[src/rtl/uart_pkg.sv]
// Shared UART definitions: FSM state encodings, parity codes and the baud divider derivation.
package uart_pkg;

  typedef enum logic [2:0] {
    ST_IDLE   = 3'd0,
    ST_START  = 3'd1,
    ST_DATA   = 3'd2,
    ST_PARITY = 3'd3,
    ST_STOP   = 3'd4
  } state_t;

  localparam int unsigned CHK_NONE = 0;
  localparam int unsigned CHK_ODD  = 1;
  localparam int unsigned CHK_EVEN = 2;

  // Clock cycles per bit time; callers must keep the ratio an integer >= 4.
  function automatic int unsigned calc_div(input int unsigned clk_freq, input int unsigned baud_rate);
    return clk_freq / baud_rate;
  endfunction

endpackage

[src/rtl/uart_baud_cnt.sv]
// Bit-time counter: free-runs 0..P_DIV-1 while not cleared, with registered mid-bit and end-of-bit strobes.
module uart_baud_cnt #(
  parameter int unsigned P_DIV = 16
) (
  input  logic i_clk,
  input  logic i_rst,
  input  logic i_clr,
  output logic o_mid,
  output logic o_end
);

  localparam int unsigned CNT_W = $clog2(P_DIV);
  localparam logic [CNT_W-1:0] CNT_MID  = CNT_W'(P_DIV >> 1);
  localparam logic [CNT_W-1:0] CNT_LAST = CNT_W'(P_DIV - 1);

  logic [CNT_W-1:0] r_cnt;
  logic [CNT_W-1:0] cnt_next;

  // Strobes are registered from the next count so they line up with r_cnt itself.
  always_comb begin
    cnt_next = r_cnt + CNT_W'(1);
    if (i_clr || (r_cnt == CNT_LAST)) begin
      cnt_next = '0;
    end
  end

  always_ff @(posedge i_clk) begin
    if (i_rst) begin
      r_cnt <= '0;
      o_mid <= 1'b0;
      o_end <= 1'b0;
    end else begin
      r_cnt <= cnt_next;
      o_mid <= (cnt_next == CNT_MID);
      o_end <= (cnt_next == CNT_LAST);
    end
  end

endmodule

[src/rtl/uart_rx_module.sv]
// UART receiver: synchronises the serial line, deserialises one frame at a time on i_clk and
// presents each word as a one-cycle valid pulse with a parity/framing error flag.
module uart_rx_module
  import uart_pkg::*;
#(
  parameter int unsigned P_CLK_FREQ   = 50_000_000,
  parameter int unsigned P_BAUD_RATE  = 9600,
  parameter int unsigned P_DATA_WIDTH = 8,
  parameter int unsigned P_STOP_WIDTH = 1,
  parameter int unsigned P_CHECK      = 0
) (
  input  logic                    i_clk,
  input  logic                    i_rst,
  input  logic                    i_uart_rx,
  output logic [P_DATA_WIDTH-1:0] o_user_rx_data,
  output logic                    o_user_rx_valid,
  output logic                    o_user_rx_err
);

  localparam int unsigned P_DIV = calc_div(P_CLK_FREQ, P_BAUD_RATE);
  localparam int unsigned IDX_W = $clog2(P_DATA_WIDTH + 1);
  localparam logic [IDX_W-1:0] IDX_DATA_LAST = IDX_W'(P_DATA_WIDTH);
  localparam logic [IDX_W-1:0] IDX_STOP_LAST = IDX_W'(P_STOP_WIDTH - 1);
  localparam logic             PAR_ODD       = (P_CHECK == CHK_ODD);
  localparam logic             HAS_PARITY    = (P_CHECK != CHK_NONE);

  logic r_sync1;
  logic r_sync2;
  logic r_prev;
  logic fall;

  state_t                  r_state;
  logic [IDX_W-1:0]        r_idx;
  logic [P_DATA_WIDTH-1:0] r_shift;
  logic                    r_err_p;
  logic                    r_err_f;

  logic cnt_clr;
  logic bit_mid;
  logic bit_end;

  // Two-flop synchroniser plus history flop for falling-edge detection.
  always_ff @(posedge i_clk) begin
    if (i_rst) begin
      r_sync1 <= 1'b1;
      r_sync2 <= 1'b1;
      r_prev  <= 1'b1;
    end else begin
      r_sync1 <= i_uart_rx;
      r_sync2 <= r_sync1;
      r_prev  <= r_sync2;
    end
  end

  assign fall    = r_prev & ~r_sync2;
  assign cnt_clr = (r_state == ST_IDLE);

  uart_baud_cnt #(
    .P_DIV (P_DIV)
  ) u_baud_cnt (
    .i_clk (i_clk),
    .i_rst (i_rst),
    .i_clr (cnt_clr),
    .o_mid (bit_mid),
    .o_end (bit_end)
  );

  // Frame FSM; STOP leaves at the last stop-bit sample point so a back-to-back start edge is caught.
  always_ff @(posedge i_clk) begin
    if (i_rst) begin
      r_state         <= ST_IDLE;
      r_idx           <= '0;
      r_shift         <= '0;
      r_err_p         <= 1'b0;
      r_err_f         <= 1'b0;
      o_user_rx_data  <= '0;
      o_user_rx_valid <= 1'b0;
      o_user_rx_err   <= 1'b0;
    end else begin
      o_user_rx_valid <= 1'b0;
      case (r_state)
        ST_IDLE: begin
          if (fall) begin
            r_state <= ST_START;
            r_idx   <= '0;
            r_err_p <= 1'b0;
            r_err_f <= 1'b0;
          end
        end
        ST_START: begin
          if (bit_mid && r_sync2) begin
            r_state <= ST_IDLE;
          end else if (bit_end) begin
            r_state <= ST_DATA;
          end
        end
        ST_DATA: begin
          if (bit_mid) begin
            r_shift <= {r_sync2, r_shift[P_DATA_WIDTH-1:1]};
            r_idx   <= r_idx + IDX_W'(1);
          end
          if (bit_end && (r_idx == IDX_DATA_LAST)) begin
            r_idx   <= '0;
            r_state <= HAS_PARITY ? ST_PARITY : ST_STOP;
          end
        end
        ST_PARITY: begin
          if (bit_mid) begin
            r_err_p <= ((^r_shift) ^ r_sync2) != PAR_ODD;
          end
          if (bit_end) begin
            r_state <= ST_STOP;
          end
        end
        ST_STOP: begin
          if (bit_mid) begin
            if (!r_sync2) begin
              r_err_f <= 1'b1;
            end
            if (r_idx == IDX_STOP_LAST) begin
              r_state         <= ST_IDLE;
              o_user_rx_valid <= 1'b1;
              o_user_rx_data  <= r_shift;
              o_user_rx_err   <= r_err_p | r_err_f | ~r_sync2;
            end else begin
              r_idx <= r_idx + IDX_W'(1);
            end
          end
        end
        default: r_state <= ST_IDLE;
      endcase
    end
  end

endmodule

[config.mk]
export PLATFORM = sky130hd
export DESIGN_NAME = uart_rx_module
export DESIGN_NICKNAME = d
export VERILOG_FILES = /design/src/rtl/uart_pkg.sv /design/src/rtl/uart_baud_cnt.sv /design/src/rtl/uart_rx_module.sv
export SDC_FILE = /design/constraint.sdc
export NUM_CORES = 1
export LEC_CHECK = 0
export BUFFER_PORTS_ARGS = -buffer_cell sky130_fd_sc_hd__buf_4
export CAP_MARGIN = 30
export CORE_UTILIZATION = 33
export DETAILED_ROUTE_END_ITERATION = 10
export PLACE_DENSITY_LB_ADDON = 0.08
export SETUP_SLACK_MARGIN = 0.05
export SLEW_MARGIN = 20
export SYNTH_ARGS = -nofsm -noshare
export SYNTH_HDL_FRONTEND = slang
export SYNTH_SLANG_ARGS = --single-unit
[constraint.sdc]
create_clock -name i_clk -period 2.3 [get_ports i_clk]
set_input_delay 0.345 -clock i_clk [delete_from_list [all_inputs] [get_ports i_clk]]
set_output_delay 0.345 -clock i_clk [all_outputs]
set_load 0.01 [all_outputs]
==> summary by stage, run 1 <==
Run status
The run finished with clean final reports.

Synth
Counting flops and latches in the post-synthesis netlist gives 45. The sequential-to-total area share from yosys stat is 0.426. The main flop type after synthesis is sky130_fd_sc_hd__dfxtp_1.

In this run, synthesis inferred 0 flip-flops with an integrated enable. The number of nets produced by synthesis is 257. The per-instance average area after synthesis is 8.42 um^2. The async set or reset register ratio after synthesis is 0.

The netlist area before placement is 2110 um^2. In the synthesized netlist, the number of instances is 251. For this run, the number of Yosys warnings is 0. The distinct cell type count after synthesis is 46.

Timing
The final number of setup-violating endpoints is 0. In the finished design, the share of the clock period the worst path needs comes to 0.829. The number of pins with negative max-slew slack in the final report is 0.

The maximum achievable frequency is 525 MHz. Setup repair after global routing left no endpoint under its margin. The remaining max-slew budget at the tightest pin is 0.685. For the pin with the worst max-slew slack, the measured transition is 0.472 ns. The sum of negative setup slack is 0 ns. The final critical delay including setup and external delays is 1.91 ns. On the final layout, the worst clock skew is 0.00802 ns. The count of final hold-check violations is 0.

Clock tree
Hold repair after CTS inserted 0 buffers. After clock tree synthesis, the repair step resized 0 gates. The clock tree from TritonCTS is yes. The number of clock buffers added by TritonCTS is 5. CTS placed an instance of sky130_fd_sc_hd__clkbuf_8 at the clock tree root. The worst-case clock buffer depth is 2. The clock sink count is 45. The post-CTS setup buffer count is 0. Clock-pin slew was measured on the worst setup and hold paths at 0.09 ns. Clock latency on the worst-skew pair, taken at its later pin, is 0.30 ns. The deepest level of the CTS H-tree is 2.

Floorplanning
The initial utilization of the core area, before any placement, comes to 0.349. The die is 82.0 um tall. After floorplanning, the core was divided into 28 placement rows. The core region is 6060 um^2. The die covers 6730 um^2. The die outline width is 82.0 um. For this design the top-level I/O count stands at 13.

Critical path
Data on the critical path is required at its endpoint by 2.53 ns. On the critical path, the stage with the largest delay is an instance of sky130_fd_sc_hd__dfxtp_1. The critical path start-end classification is flop to flop. Along the worst path, the maximum fanout reaches 5. STA puts the critical path data arrival time at 2.14 ns. The endpoint type of the worst setup path is a flop. The largest stage delay on the critical path is 0.40 ns. Walking the worst path, the cells encountered are inv_1 -> ha_1 -> nor3b_1 -> o21ai_0 -> nand3_1 -> or3b_1 -> a21oi_1. The sum of buffers and inverters on the critical path is 1. STA classifies the critical path startpoint as a flop. On the critical path the largest part of the delay comes from simple AND/OR/NAND/NOR gates.

Drt
The residual DRC count is 0. The first TritonRoute pass finished after 4 iterations. In this run the remaining antenna-violating nets after routing total 0.

The via total after detailed routing is 1663. For this block, the initial DRC count from the detailed router was 65. Wires add up to 4310 um. In the routed layout, each cell is associated on average with a via count of 4.95.

The average routed wire per standard cell is 12.8 um.

Cells and area
The finished layout cell area is 2390 um^2. The signed area change from the synthesized netlist to the final layout is 12.8%. The share of layout cells above drive strength 1 is 0.134. For this run, the share of the core covered by cells in the final layout is 0.394. The finished layout holds 336 standard cells, fillers aside. The number of nets in the final layout is 266. The number of antenna diodes in the final layout is 0.

The number of fill cells in the layout is 657.

Placed design
The final weighted congestion of routability-driven global placement is 0.771. The count of buffers from port buffering is 12. The cell area after placement is 2270 um^2. The placed instance count is 328. The HPWL after detailed placement is 3090 um.

GRT
The via count of the first global-routing pass is 1509. Entering global routing, the biggest net connects 32 pins. The global-route congestion overflow total is 0. The initial antenna violation count is 0.

The wire length of the first global-routing pass is 7420 um. The overall global routing resource usage is 0.148.

Power
The design draws 0.00149 W. The leakage component of the power is 0.797 nW. Power spread over the standard cell area amounts to 624 nW/um^2. VDD sags by at most 0.242 mV.

Worst hold path
In this run the worst hold path is classified as input pin to flop.

Run
The tool flagged a number of max-cap violations equal to 0.
cell families (layout without fill, tap and decap cells):
| kind of cell | Yosys count | after routing | synth area share |
|---|---|---|---|
| compound gates | 36 | 36 | 0.107 |
| xor+xnor | 21 | 21 | 0.0935 |
| fa+ha+maj | 3 | 3 | 0.0178 |
| buf+inv | 22 | 32 | 0.0420 |
| flops | 45 | 45 | 0.426 |
| mux | 2 | 2 | 0.0101 |
| simple gates | 122 | 122 | 0.304 |
per-layer routing:
layer / track usage / part of all wire / vias to the layer above
li1: - / - / 874
met1: 0.206 / 0.52 / 767
met2: 0.217 / 0.44 / 15
met3: 0.0367 / 0.023 / 7
met4: 0.0544 / 0.014 / 0
met5: 0 / 0 / -
worst register-to-register path: cells and delay by family (launching register included):
| kind | cells | cell delay [ns] |
|---|---|---|
| compound gates | 2 | 0.41 |
| flops | 1 | 0.40 |
| buf+inv | 1 | 0.06 |
| fa+ha+maj | 1 | 0.20 |
| simple gates | 3 | 0.77 |
flip-flops by register name, summed over array words and instances, names as in the netlist:
| name | flops |
|---|---|
| r_err_p | 1 |
| o_user_rx_data | 8 |
| u_baud_cnt.o_end | 1 |
| r_shift | 8 |
| o_user_rx_valid | 1 |
| r_err_f | 1 |
| r_sync1 | 1 |
| r_idx | 4 |
| u_baud_cnt.r_cnt | 13 |
| r_state | 3 |
| r_sync2 | 1 |
| u_baud_cnt.o_mid | 1 |
| r_prev | 1 |
| o_user_rx_err | 1 |
area by class of cell:
cell class,instances,area (um^2),share of cell area
Clock buffer,6,82.6,0.0346
Clock inverter,2,37.5,0.0157
Inverter,9,33.8,0.0142
Multi-Input combinational cell,184,1120,0.471
Sequential cell,45,901,0.378
Tap cell,75,93.8,0.0393
Timing Repair Buffer,15,113,0.0472
metrics by stage:
step	worst slack, ns	hold WS [ns]
2_1_floorplan	0.584	0.389
3_3_place_gp	0.467	0.393
3_5_place_dp	0.443	0.394
4_1_cts	0.418	0.213
5_1_grt	0.178	0.212
6_report	0.394	0.223
power by group:
part | total (W) | internal [W] | leakage, nW | switching (W)
sequential | 0.000793 | 0.000784 | 0.363 | 0.00000890
clock | 0.000628 | 0.000353 | 0.0574 | 0.000274
combinational | 0.0000675 | 0.0000271 | 0.377 | 0.0000404
cell usage in the layout, fill, tap and decap left out, types with 2 or more instances in the layout:
| cell type | Yosys | layout |
|---|---|---|
| sky130_fd_sc_hd__or2_2 | 3 | 3 |
| sky130_fd_sc_hd__nand3_4 | 2 | 2 |
| sky130_fd_sc_hd__xor2_1 | 6 | 6 |
| sky130_fd_sc_hd__ha_1 | 3 | 3 |
| sky130_fd_sc_hd__nor2_1 | 27 | 27 |
| sky130_fd_sc_hd__nand3b_1 | 2 | 2 |
| sky130_fd_sc_hd__nand4_1 | 5 | 5 |
| sky130_fd_sc_hd__inv_1 | 9 | 9 |
| sky130_fd_sc_hd__nand3_1 | 8 | 8 |
| sky130_fd_sc_hd__a311oi_1 | 2 | 2 |
| sky130_fd_sc_hd__nand2_1 | 44 | 44 |
| sky130_fd_sc_hd__a21oi_1 | 21 | 21 |
| sky130_fd_sc_hd__nor3b_1 | 2 | 2 |
| sky130_fd_sc_hd__and3_1 | 2 | 2 |
| sky130_fd_sc_hd__and4_1 | 2 | 2 |
| sky130_fd_sc_hd__or3_1 | 2 | 2 |
| sky130_fd_sc_hd__nor2b_1 | 2 | 2 |
| sky130_fd_sc_hd__dfxtp_1 | 45 | 45 |
| sky130_fd_sc_hd__nor4b_1 | 2 | 2 |
| sky130_fd_sc_hd__nor3_1 | 8 | 8 |
| sky130_fd_sc_hd__o21ai_0 | 4 | 4 |
| sky130_fd_sc_hd__clkbuf_8 | 0 | 6 |
| sky130_fd_sc_hd__buf_4 | 0 | 15 |
| sky130_fd_sc_hd__nand4b_1 | 2 | 2 |
| sky130_fd_sc_hd__xnor2_1 | 14 | 14 |
| sky130_fd_sc_hd__a31oi_1 | 2 | 2 |
Yosys cell counts, types with 3 or more instances:
| cell type | n | area (um^2) |
|---|---|---|
| sky130_fd_sc_hd__ha_1 | 3 | 37.5 |
| sky130_fd_sc_hd__or2_2 | 3 | 18.8 |
| sky130_fd_sc_hd__nand2_1 | 44 | 165 |
| sky130_fd_sc_hd__o21ai_0 | 4 | 20.0 |
| sky130_fd_sc_hd__clkbuf_1 | 7 | 26.3 |
| sky130_fd_sc_hd__dfxtp_1 | 45 | 901 |
| sky130_fd_sc_hd__nor2_1 | 27 | 101 |
| sky130_fd_sc_hd__nor3_1 | 8 | 40.0 |
| sky130_fd_sc_hd__xnor2_1 | 14 | 123 |
| sky130_fd_sc_hd__buf_2 | 5 | 25.0 |
| sky130_fd_sc_hd__xor2_1 | 6 | 52.6 |
| sky130_fd_sc_hd__nand3_1 | 8 | 40.0 |
| sky130_fd_sc_hd__nand4_1 | 5 | 31.3 |
| sky130_fd_sc_hd__inv_1 | 9 | 33.8 |
| sky130_fd_sc_hd__a21oi_1 | 21 | 105 |
final timing paths:
| path | start | endpoint | slack [ns] | depth (start not counted) |
|---|---|---|---|---|
| worst min-delay path | i_uart_rx | r_sync1$_SDFF_PP1_ | 0.22 | 2 |
| worst min register to register | r_sync1$_SDFF_PP1_ | r_sync2$_SDFF_PP1_ | 0.42 | 1 |
| worst max register to register | r_idx[0]$_SDFFE_PP0P_ | r_idx[1]$_SDFFE_PP0P_ | 0.39 | 7 |
| worst max-delay path | r_idx[0]$_SDFFE_PP0P_ | r_idx[1]$_SDFFE_PP0P_ | 0.39 | 7 |
No activity file was read; power rests on OpenSTA's default activity.
==> run 2, diff against run 1 <==
Clock period 2.3 ns to 1.87 ns, I/O delays scaled along.
==> run 2 against run 1 <==
Fmax up 10%. Critical endpoint is now u_baud_cnt.o_end$_SDFF_PP0_. Power up 23%. Design area increased by 7.7%. Largest cell class unchanged. Critical path type unchanged. Setup slack worse by 0.25 ns. Routed wire length grew 4.5%. Die area is the same.
==> summary by stage, run 2 (same netlist as run 1, synthesis figures left out) <==
Placed design
The count of buffers from port buffering is 12 (unchanged). The HPWL after detailed placement is 3130 um (+1.4%). The final weighted congestion of routability-driven global placement is 0.786 (+2.0%).

Floorplanning
The number of placement rows is 28 (unchanged). The die height is 82.0 um (unchanged). The area of the placeable core is 6060 um^2 (unchanged). The count of pins on the block boundary came to 13 (unchanged). The starting utilization of the core area is 0.349 (unchanged). The die outline width is 82.0 um (unchanged).

The full die area came to 6730 um^2 (unchanged).

Clock tree
The worst-case clock buffer depth is 2 (unchanged). The deepest level of the CTS H-tree came to 2 (unchanged). The total CTS buffers came to 5 (unchanged). The number of hold buffers added after CTS is 0 (unchanged). TritonCTS built the clock tree.

The insertion delay to the later sink of the worst-skew pair is 0.30 ns (about the same). The master cell of the clock root buffer is sky130_fd_sc_hd__clkbuf_8. The clock sink count is 45 (unchanged). The clock transition at the registers of the reported paths was 0.09 ns (about the same).

Timing
The worst hold slack after final layout is 0.160 ns (-0.0626 ns). Setup repair after global routing could not meet its margin everywhere. The count of final hold-check violations is 0 (unchanged). The number of pins with negative max-slew slack in the final report is 0 (unchanged). The remaining max-slew budget at the tightest pin is 0.740 (+0.0557).

The setup clock skew after layout was 0.00465 ns (-0.00337 ns). The final critical delay including setup and external delays is 1.73 ns (-0.179 ns). The sum of negative setup slack was 0 ns (unchanged). The transition time of the tightest slew-check pin is 0.388 ns (-0.0838 ns).

The portion of the clock cycle consumed by the worst path in the final layout was 0.924 (+0.0950). The final number of setup-violating endpoints is 0 (unchanged). The maximum achievable frequency is 579 MHz (+10%).

Cells and area
The most common cell after layout, fill and taps aside is sky130_fd_sc_hd__nand2_1. The number of antenna diodes was 0 (unchanged). The number of fill cells in the layout is 637 (-3.0%).

The utilization after layout came to 0.424 (+0.0301). The number of flip-flops under the largest register name is 13 (unchanged). The register with the most flip-flops in the final layout is u_baud_cnt.r_cnt.

The area growth from synthesis to layout is 21.5%. The number of nets in the final layout is 284 (+6.8%). The storage element area is 911 um^2 (+1.1%). In the layout the commonest cells are sky130_fd_sc_hd__nand2_1 (44), sky130_fd_sc_hd__dfxtp_1 (39), sky130_fd_sc_hd__buf_4 (33). The largest registers in the layout are u_baud_cnt.r_cnt x13, o_user_rx_data x8, r_shift x8. The share of layout cells above drive strength 1 was 0.229 (+0.0953). The area occupied by multi-input gates is 1170 um^2 (+4.1%).

Power
The part of the power in the clock network came to 0.412 (-0.010). The internal cell power is 0.00141 W (+21%). The areal power density over the cells is 712 nW/um^2 (+14%). The sequential share of power was 0.532 (about the same). The power consumption is 0.00183 W (+23%). The fraction of power spent switching nets is 0.229 (+0.0113). The largest vdd supply drop was 0.309 mV (+27%). The combinational share of power is 0.056 (+0.011). The switching power is 0.000418 W (+29%). The leakage component of the power is 0.890 nW (+12%).

GRT
met2 is the most crowded layer. The global-route congestion overflow total is 0 (unchanged). The global-route track usage on met3 is 0.0278 (-0.00889).

The met1 track utilization from global routing is 0.195 (-0.0109). The via count of the first global-routing pass is 1648 (+9.2%). The overall global routing resource usage is 0.149 (+0.00142).

The wire length of the first global-routing pass came to 7630 um (+2.8%). The maximum number of pins on one net before global-route repair is 32 (unchanged). The met2 track utilization from global routing is 0.236 (+0.0190). The initial antenna violation count is 0 (unchanged).

Drt
The average routed wire per standard cell came to 12.7 um (-0.83%). The number of nets with antenna violations after routing came to 0 (unchanged). The via total after detailed routing is 1737 (+4.4%). The total routed wirelength was 4500 um (+4.5%). The first-iteration detailed-routing DRC count is 72 (+11%). The total iterations of the first detailed-routing run is 4 (unchanged). The residual DRC count is 0 (unchanged).

The number of vias per cell after detailed routing was 4.91 (-0.86%).

Critical path
The required time of the worst setup path is 2.10 ns (-0.43 ns). The setup path with the least slack is of type flop to flop. The endpoint type of the worst setup path is a flop. The data arrival time at the worst-slack endpoint is 1.96 ns (-0.18 ns). The type of origin of the critical path is a flop. The maximum net fanout on the critical path is 6 (+1).

Run status
The run finished with clean final reports.

Run
The total of max-cap violations is 0 (unchanged).

Worst hold path
The path class of the tightest hold or removal check is input pin to flop.
## run 2: path summary, 6_finish.rpt
path	start	end	slack, ns	cells past startpoint
setup / recovery	u_baud_cnt.r_cnt[0]$_SDFF_PP0_	u_baud_cnt.o_end$_SDFF_PP0_	0.14	6
hold / removal	i_uart_rx	r_sync1$_SDFF_PP1_	0.16	2
setup reg to reg	u_baud_cnt.r_cnt[0]$_SDFF_PP0_	u_baud_cnt.o_end$_SDFF_PP0_	0.14	6
hold reg to reg	r_sync1$_SDFF_PP1_	r_sync2$_SDFF_PP1_	0.41	1
## run 2: metrics by stage
stage | area, um^2 | setup WS, ns | instances
6_report | 2570 | 0.143 | 354
5_1_grt | 2570 | 0.0421 | 354
4_1_cts | 2490 | 0.0656 | 351
3_5_place_dp | 2380 | 0.0584 | 343
3_3_place_gp | 2380 | 0.112 | 343
2_1_floorplan | 2110 | 0.154 | 251
## run 2: final cells by class
cell class	instances	share of cell area
multi-input combinational	184	0.456
clock inverter	2	0.0151
clock buffer	6	0.0283
tap	75	0.0365
sequential	45	0.355
timing repair buffer	33	0.0964
inverter	9	0.0132
## run 2: layer usage
| layer | part of all wire | wire [um] | vias up |
|---|---|---|---|
| met4 | 0.011 | 48 | 0 |
| li1 | - | - | 908 |
| met1 | 0.50 | 2260 | 807 |
| met3 | 0.019 | 84 | 4 |
| met2 | 0.47 | 2110 | 18 |
| met5 | 0 | 0 | - |
## run 2: worst max-delay path, stage by stage (launching register included)
cell and delay [ns]:
sky130_fd_sc_hd__dfxtp_4 0.38, sky130_fd_sc_hd__ha_4 0.15, sky130_fd_sc_hd__nand3_4 0.11, sky130_fd_sc_hd__nor4_4 0.33, sky130_fd_sc_hd__xnor2_2 0.12, sky130_fd_sc_hd__or4_1 0.42
sky130_fd_sc_hd__nor3_2 0.15
## run 2: power by group through the flow
| stage | clock network (W) | registers [W] | logic, W |
|---|---|---|---|
| after CTS | 0.000779 | 0.000972 | 0.0000968 |
| final | 0.000753 | 0.000973 | 0.000103 |
| after global routing | 0.000812 | 0.000974 | 0.000114 |
| after floorplan | 0 | 0.000990 | 0.0000676 |
| after global placement | 0 | 0.000995 | 0.0000977 |
| after detailed placement | 0 | 0.000995 | 0.0000963 |
## run 2: what timing repair did
item,4_1_cts,5_1_grt
buffers inserted,0,3
cloned,0,0
resized for setup,1,15
setup endpoints to repair,1,6
pin swaps,0,2
